**config.mk**
```make
export PLATFORM = sky130hd
export DESIGN_NAME = regwrite_scoreboard
export DESIGN_NICKNAME = d
export VERILOG_FILES = /design/src/rtl/regwrite_scoreboard.sv
export SDC_FILE = /design/constraint.sdc
export NUM_CORES = 1
export LEC_CHECK = 0
export CORE_MARGIN = 2
export CORE_UTILIZATION = 45
export DETAILED_ROUTE_END_ITERATION = 6
export PLACE_DENSITY = 0.73
export SYNTH_ARGS = -nofsm -noshare
export SYNTH_HDL_FRONTEND = slang
export SYNTH_SLANG_ARGS = --single-unit
```
**constraint.sdc**
```tcl
create_clock -name clk -period 8.1 [get_ports clk]
set_input_delay 1.215 -clock clk [delete_from_list [all_inputs] [get_ports clk]]
set_output_delay 1.215 -clock clk [all_outputs]
set_load 0.02 [all_outputs]
```
**src/rtl/regwrite_scoreboard.sv**
```systemverilog
// rtl/regwrite_scoreboard.sv - one-hot register write-enable generator with pending-write scoreboard
module regwrite_scoreboard #(
  parameter int REG_COUNT         = 16,
  parameter int ADDR_W            = 4,
  parameter int ZERO_REG_READONLY = 0
) (
  input  logic                           clk,
  input  logic                           reset,
  input  logic                           issue_valid,
  input  logic [ADDR_W-1:0]              issue_rdest,
  input  logic [ADDR_W-1:0]              issue_src_a,
  input  logic [ADDR_W-1:0]              issue_src_b,
  output logic                           issue_ready,
  input  logic                           wb_valid,
  input  logic [ADDR_W-1:0]              wb_rdest,
  output logic [REG_COUNT-1:0]           reg_enable,
  output logic [REG_COUNT-1:0]           busy,
  output logic [$clog2(REG_COUNT+1)-1:0] pending_count,
  output logic                           wb_error
);

  localparam int CNT_W = $clog2(REG_COUNT+1);

  // Addresses beyond the file, or register 0 when it is hardwired, decode to all zeros,
  // so they can never set/clear busy, pulse an enable or raise a hazard.
  function automatic logic [REG_COUNT-1:0] decode(input logic [ADDR_W-1:0] addr);
    logic [REG_COUNT-1:0] onehot;
    onehot = '0;
    for (int i = 0; i < REG_COUNT; i++) begin
      if (addr == ADDR_W'(i) && !(ZERO_REG_READONLY != 0 && i == 0)) begin
        onehot[i] = 1'b1;
      end
    end
    return onehot;
  endfunction

  logic [REG_COUNT-1:0] dec_rdest;
  logic [REG_COUNT-1:0] dec_src_a;
  logic [REG_COUNT-1:0] dec_src_b;
  logic [REG_COUNT-1:0] dec_wb;
  logic [REG_COUNT-1:0] set_vec;
  logic [REG_COUNT-1:0] clr_vec;
  logic [REG_COUNT-1:0] busy_next;
  logic                 cnt_up;
  logic                 cnt_down;

  assign dec_rdest = decode(issue_rdest);
  assign dec_src_a = decode(issue_src_a);
  assign dec_src_b = decode(issue_src_b);
  assign dec_wb    = decode(wb_rdest);

  // Stall looks only at registered busy bits: a writeback in the same cycle does not bypass.
  assign issue_ready = ~|(busy & (dec_rdest | dec_src_a | dec_src_b));

  assign set_vec   = (issue_valid && issue_ready) ? dec_rdest : '0;
  assign clr_vec   = wb_valid ? dec_wb : '0;

  // Set is applied after clear so a same-register issue/writeback leaves the bit busy.
  assign busy_next = (busy & ~clr_vec) | set_vec;

  // At most one bit rises and one bit falls per cycle, so the counter moves by -1..+1.
  assign cnt_up    = |(busy_next & ~busy);
  assign cnt_down  = |(busy & ~busy_next);

  // Scoreboard bits, write-enable pulse, pending counter and sticky writeback error
  always_ff @(posedge clk or posedge reset) begin
    if (reset) begin
      busy          <= '0;
      reg_enable    <= '0;
      pending_count <= '0;
      wb_error      <= 1'b0;
    end else begin
      busy       <= busy_next;
      reg_enable <= clr_vec;
      if (cnt_up && !cnt_down) begin
        pending_count <= pending_count + CNT_W'(1);
      end else if (cnt_down && !cnt_up) begin
        pending_count <= pending_count - CNT_W'(1);
      end
      if (|(clr_vec & ~busy)) begin
        wb_error <= 1'b1;
      end
    end
  end

endmodule

```
==> run metrics, run 1 <==
ys async rst share 100.0%; Critical Path AT 4.23 ns; Commonest cells post-synth dfrtp_1, nand2_1, o21ai_0; Slew Viols, Final 0; Routed WL per cell 16.24 um; hold_buf cts 0; H-tree levels 2; nets 324; crit end category output pin; flop2flop setup slack 4.73 ns; final core utilization 57.28%; HPWL after detailed placement 4.573 mm; clock sink count 38; die width 78.57 um; Post-CTS Setup Bufs 0; sequential share of the synthesized area 38.00%; Clock Skew 0.004882 ns; clock buffer depth 2; total number of yosys warnings 0; Hold Path Stages 1; Max rail drop VDD 0.0001400 V; PnR Total Power 0.0007162 W; Worst-Margin Slew 0.7033 ns; Synth cell types 41; top_reg_cell synth dfrtp_1; CTS tree built; Synth top area share 38.00%; Max-slew headroom 53.11%; layout cell share with drive strength beyond 1 9.000%; Syn Inst Count 255; Final ANT Viol Nets 0; die area 6173 um^2; Root Driver clkbuf_8; CP Launch Type primary input; syn avg cell area 9.813 um^2; Post-synth EDFFs 0; core area 5439 um^2; vias per cell 5.989; GPL Wtd Cong 0.8392; reg-to-reg endpoint pending_count[4]; first-pass GRT wire length 10.06 mm; Starting Density 46.01%; worst skew pair latency 0.29 ns; max_cap viols 0; Power Dens Cells 229.9 nW/um^2; routed wl met3 392 um; initial antenna violation count 0; combinational power share 42.9%; Clock power frac 17.7%; register bit total from synthesis 38; vias in the first global route 1983; Psw 0.0002702 W; cells on worst reg2reg path 12; Hold Fails Final Rpt 0; RSZ-0062 raised after global routing false; most common cell in the synthesized netlist dfrtp_1; area grow syn2layout 24.50%; Sw Ratio 37.72%; ant diodes 0; drt first pass iters 4; cell-internal power 0.0004460 W; DR iter-0 viols 187; GRT overflow 0; GRT Util Overall 20.77%; # setup viols final 0; status completed; Seq pwr share 39.4%; TNS Setup 0 ns; Num CTS Buffers 5; port bufs 58; Vias 2228; Hold Path Origin wb_error; WHS Endpoint wb_error; cts repair resizes 0; post-synth top area cell dfrtp_1; WL met2 2.675 mm; Die Y 78.57 um; largest net degree at the start of global routing 39; RR Startpoint busy[2]; syn nets 280; wl on met1 2.729 mm; Hold Path Class flip-flop to flip-flop; fin area 3115 um^2; Mapped Area 2502 um^2; WS Path Type primary input to output pin; row count 27; top cells by area, synth dfrtp_1, and4b_1, nor4b_1, and4bb_1, o21ai_0; Max Fclk 0.1836 GHz; Worst-path clk slew 0.07 ns; Final Cycle Share 67.25%; Data required, critical path 6.88 ns; final WL 6.042 mm; Crit Path Max Fanout 18; Residual DRC 0; Placement Cell Area 3024 um^2; # IOs 59; Top Metal Used met4; Tmin final 5.447 ns; total leakage power 1.275 nW
[per-layer routing]
layer / vias to the layer above / GRT usage (%)
met2: 96 / 30.26
met4: 0 / 11.58
met5: - / 0
met3: 16 / 3.218
li1: 1072 / -
met1: 1044 / 29.35
[layout make-up]
class / instances / area, um^2
Inverter: 9 / 33.78
Timing Repair Buffer: 59 / 588.1
Sequential cell: 38 / 950.9
Clock inverter: 1 / 5.005
Clock buffer: 7 / 86.33
Multi-Input combinational cell: 186 / 1361
Tap cell: 72 / 90.09
Fill cell: 489 / 2323
[cell families after synthesis]
kind of cell | Yosys count | share of synthesized area (%)
AOI/OAI and AO/OA | 62 | 18.50
xor gates and xnor gates | 5 | 1.750
adders and majority gates | 5 | 2.800
buffers and inverters | 31 | 7.600
DFF | 38 | 38.00
muxes | 1 | 0.4500
and+or+nand+nor | 113 | 30.90
[stage by stage]
| stage | setup slack, ns | std cells | hold WS (ns) |
|---|---|---|---|
| floorplan | 3.949 | 255 | 0.5777 |
| global placement | 2.656 | 364 | 0.4482 |
| detailed placement | 2.659 | 364 | 0.4542 |
| CTS | 2.658 | 372 | 0.4702 |
| global route | 2.429 | 372 | 0.4885 |
| finish | 2.653 | 372 | 0.4674 |
[worst max-delay path, cell delays in order]
cell and delay [ns]:
clkdlybuf4s50_1 0.73, and4bb_1 0.27, a311oi_1 0.26, o2111ai_1 0.13
or4_1 0.89, inv_1 0.13, clkdlybuf4s50_1 0.61
[power groups by stage]
stage                     registers [W]  logic, W  clock network [W]
final                          0.000282  0.000307           0.000127
after detailed placement       0.000285  0.000308                  0
after floorplan                0.000317  0.000154                  0
after global placement         0.000284  0.000305                  0
after global routing           0.000289  0.000341           0.000140
after CTS                      0.000281  0.000310           0.000131
[registers in the layout (all words and copies together) (netlist names)]
register / flops
busy: 16
pending_count: 5
reg_enable: 16
wb_error: 1
[how the worst max path moves through the flow]
stage              startpoint  slack (ns)                to  depth (start not counted)
2_1_floorplan  issue_src_a[1]        3.95  pending_count[4]                         16
3_3_place_gp   issue_rdest[1]        2.66       issue_ready                          7
3_5_place_dp   issue_src_b[2]        2.66       issue_ready                          7
4_1_cts        issue_src_a[1]        2.66       issue_ready                          7
5_1_grt        issue_src_a[1]        2.43       issue_ready                          7
6_report       issue_src_a[1]        2.65       issue_ready                          7
[cell usage in the layout (no fill, tap or decap), drive strengths merged, types with 6 or more instances in the layout]
master         netlist  routed
a22oi                8       8
and4b               12      12
and4bb              14      14
clkbuf               8       7
clkdlybuf4s50        0      58
dfrtp               38      38
inv                  9       9
nand2               22      22
nand4                6       6
nor2                15      15
nor3                16      16
nor4b               12      12
o21ai               24      24
o31ai               14      14
No activity file was read; power rests on OpenSTA's default activity.
==> run 2, diff against run 1 <==
- clock period: 8.1 -> 5.25 ns (I/O delays scaled with it)
==> run 2 against run 1 <==
Clock power rose by 57%; clock skew is 0.0026 ns higher; sequential power up 56%; critical endpoint unchanged.
==> run metrics, run 2 (synthesized netlist as in run 1, its figures left out) <==
Setup WS post-layout 0.8021 ns; multi-input logic area 1361 um^2; max incr delay on CP 0.73 ns; max_cap viols 0; RSZ-0062 raised after global routing false; Max-slew headroom 55.08%; Root Driver clkbuf_8; TNS Setup 0 ns; CP Cell Sequence clkdlybuf4s50_1, and4bb_1, o31ai_2, o2111ai_1, or4_1, inv_1, clkdlybuf4s50_1; Critical Path AT 3.66 ns; largest registers busy: 16 flops, reg_enable: 16 flops, pending_count: 5 flops; Residual DRC 0; largest net degree at the start of global routing 39; CTS tree built; Fill cells 485; Max Fclk 0.2248 GHz; vias per cell 5.984; total leakage power 1.280 nW; GPL Wtd Cong 0.8927; initial antenna violation count 0; Post-CTS Setup Bufs 0; GRT overflow 0; Worst-Margin Slew 0.6644 ns; cts repair resizes 0; vias in the first global route 2015; first-pass GRT wire length 10.32 mm; area grow syn2layout 24.80%; Die Y 78.57 um; crit end category output pin; Final Cycle Share 84.72%; ant diodes 0; Place WS 0.6585 ns; register area 950.9 um^2; Slew Viols, Final 0; GRT Util Overall 21.52%; clock buffer depth 2; die area 6173 um^2; final WL 6.472 mm; Num CTS Buffers 5; Final ANT Viol Nets 0; worst skew pair latency 0.30 ns; die width 78.57 um; clock sink count 38; Placement Cell Area 3032 um^2; CP Launch Type primary input; cell mode on critical path clkdlybuf4s50_1; # setup viols final 0; Slowest-stage cell, CP clkdlybuf4s50_1; Clock Skew 0.007532 ns; HPWL after detailed placement 4.824 mm; commonest non-fill, non-tap cells in the layout clkdlybuf4s50_1, dfrtp_1, nand2_1, o21ai_0, nor3_1; Max rail drop VDD 0.0002106 V; H-tree levels 2; WS Path Type primary input to output pin; Crit Path Max Fanout 16; # IOs 59; hold_buf cts 0; Vias 2232; Routed WL per cell 17.35 um; status completed; port bufs 58; Data required, critical path 4.46 ns; core area 5439 um^2; final core utilization 57.42%; row count 27; Hold Fails Final Rpt 0; Power Dens Cells 359.5 nW/um^2; layout cell share with drive strength beyond 1 9.302%; Hold Path Class flip-flop to flip-flop; fin area 3123 um^2; most common cell after layout, fill and taps aside clkdlybuf4s50_1; nets 325; WHS 0.4748 ns; Starting Density 46.01%; drt first pass iters 4; Worst-path clk slew 0.07 ns; Tmin final 4.448 ns; DR iter-0 viols 191
run 2: cell types whose count changed in the layout (fill, tap and decap cells not counted), sizes merged:
| cell | before | now |
|---|---|---|
| buf | 1 | 2 |
run 2: critical path: cells and delay by family:
kind	cells	cell delay, ns
buf+inv	3	1.45
simple gates	2	1.04
compound gates	2	0.38
run 2: through the flow:
stage           power, W  instances
6_report        0.001123        373
5_1_grt         0.001186        373
4_1_cts         0.001126        373
3_5_place_dp   0.0009265        365
3_3_place_gp   0.0009170        365
2_1_floorplan  0.0007278        255
run 2: routing by layer:
| metal | GRT usage, % | share of wire [%] |
|---|---|---|
| met5 | 0 | 0 |
| met3 | 2.529 | 7.3 |
| met2 | 33.08 | 45 |
| met1 | 28.89 | 43 |
| met4 | 13.33 | 3.8 |
run 2: worst paths after layout:
| path | start | end | slack, ns | cells after the start |
|---|---|---|---|---|
| setup / recovery | issue_rdest[2] | issue_ready | 0.80 | 7 |
| hold / removal | wb_error | wb_error | 0.47 | 1 |
| setup reg to reg | busy[10] | pending_count[4] | 2.13 | 12 |
| hold reg to reg | wb_error | wb_error | 0.47 | 1 |
| max in group asynchronous | reset | reg_enable[3] | 4.03 | 3 |
| min in group asynchronous | reset | wb_error | 0.90 | 3 |
run 2: cell type report:
class / instances / share of cell area (%)
multi-input combinational: 186 / 43.59
sequential: 38 / 30.45
timing repair buffer: 60 / 19.07
tap: 72 / 2.885
clock buffer: 7 / 2.764
inverter: 9 / 1.082
clock inverter: 1 / 0.1603
run 2: where the power goes:
part           leakage [nW]  internal, W  switching, W
sequential            0.495     0.000353     0.0000859
clock                0.0482     0.000106     0.0000948
combinational         0.737     0.000232      0.000251
total                  1.28     0.000691      0.000431
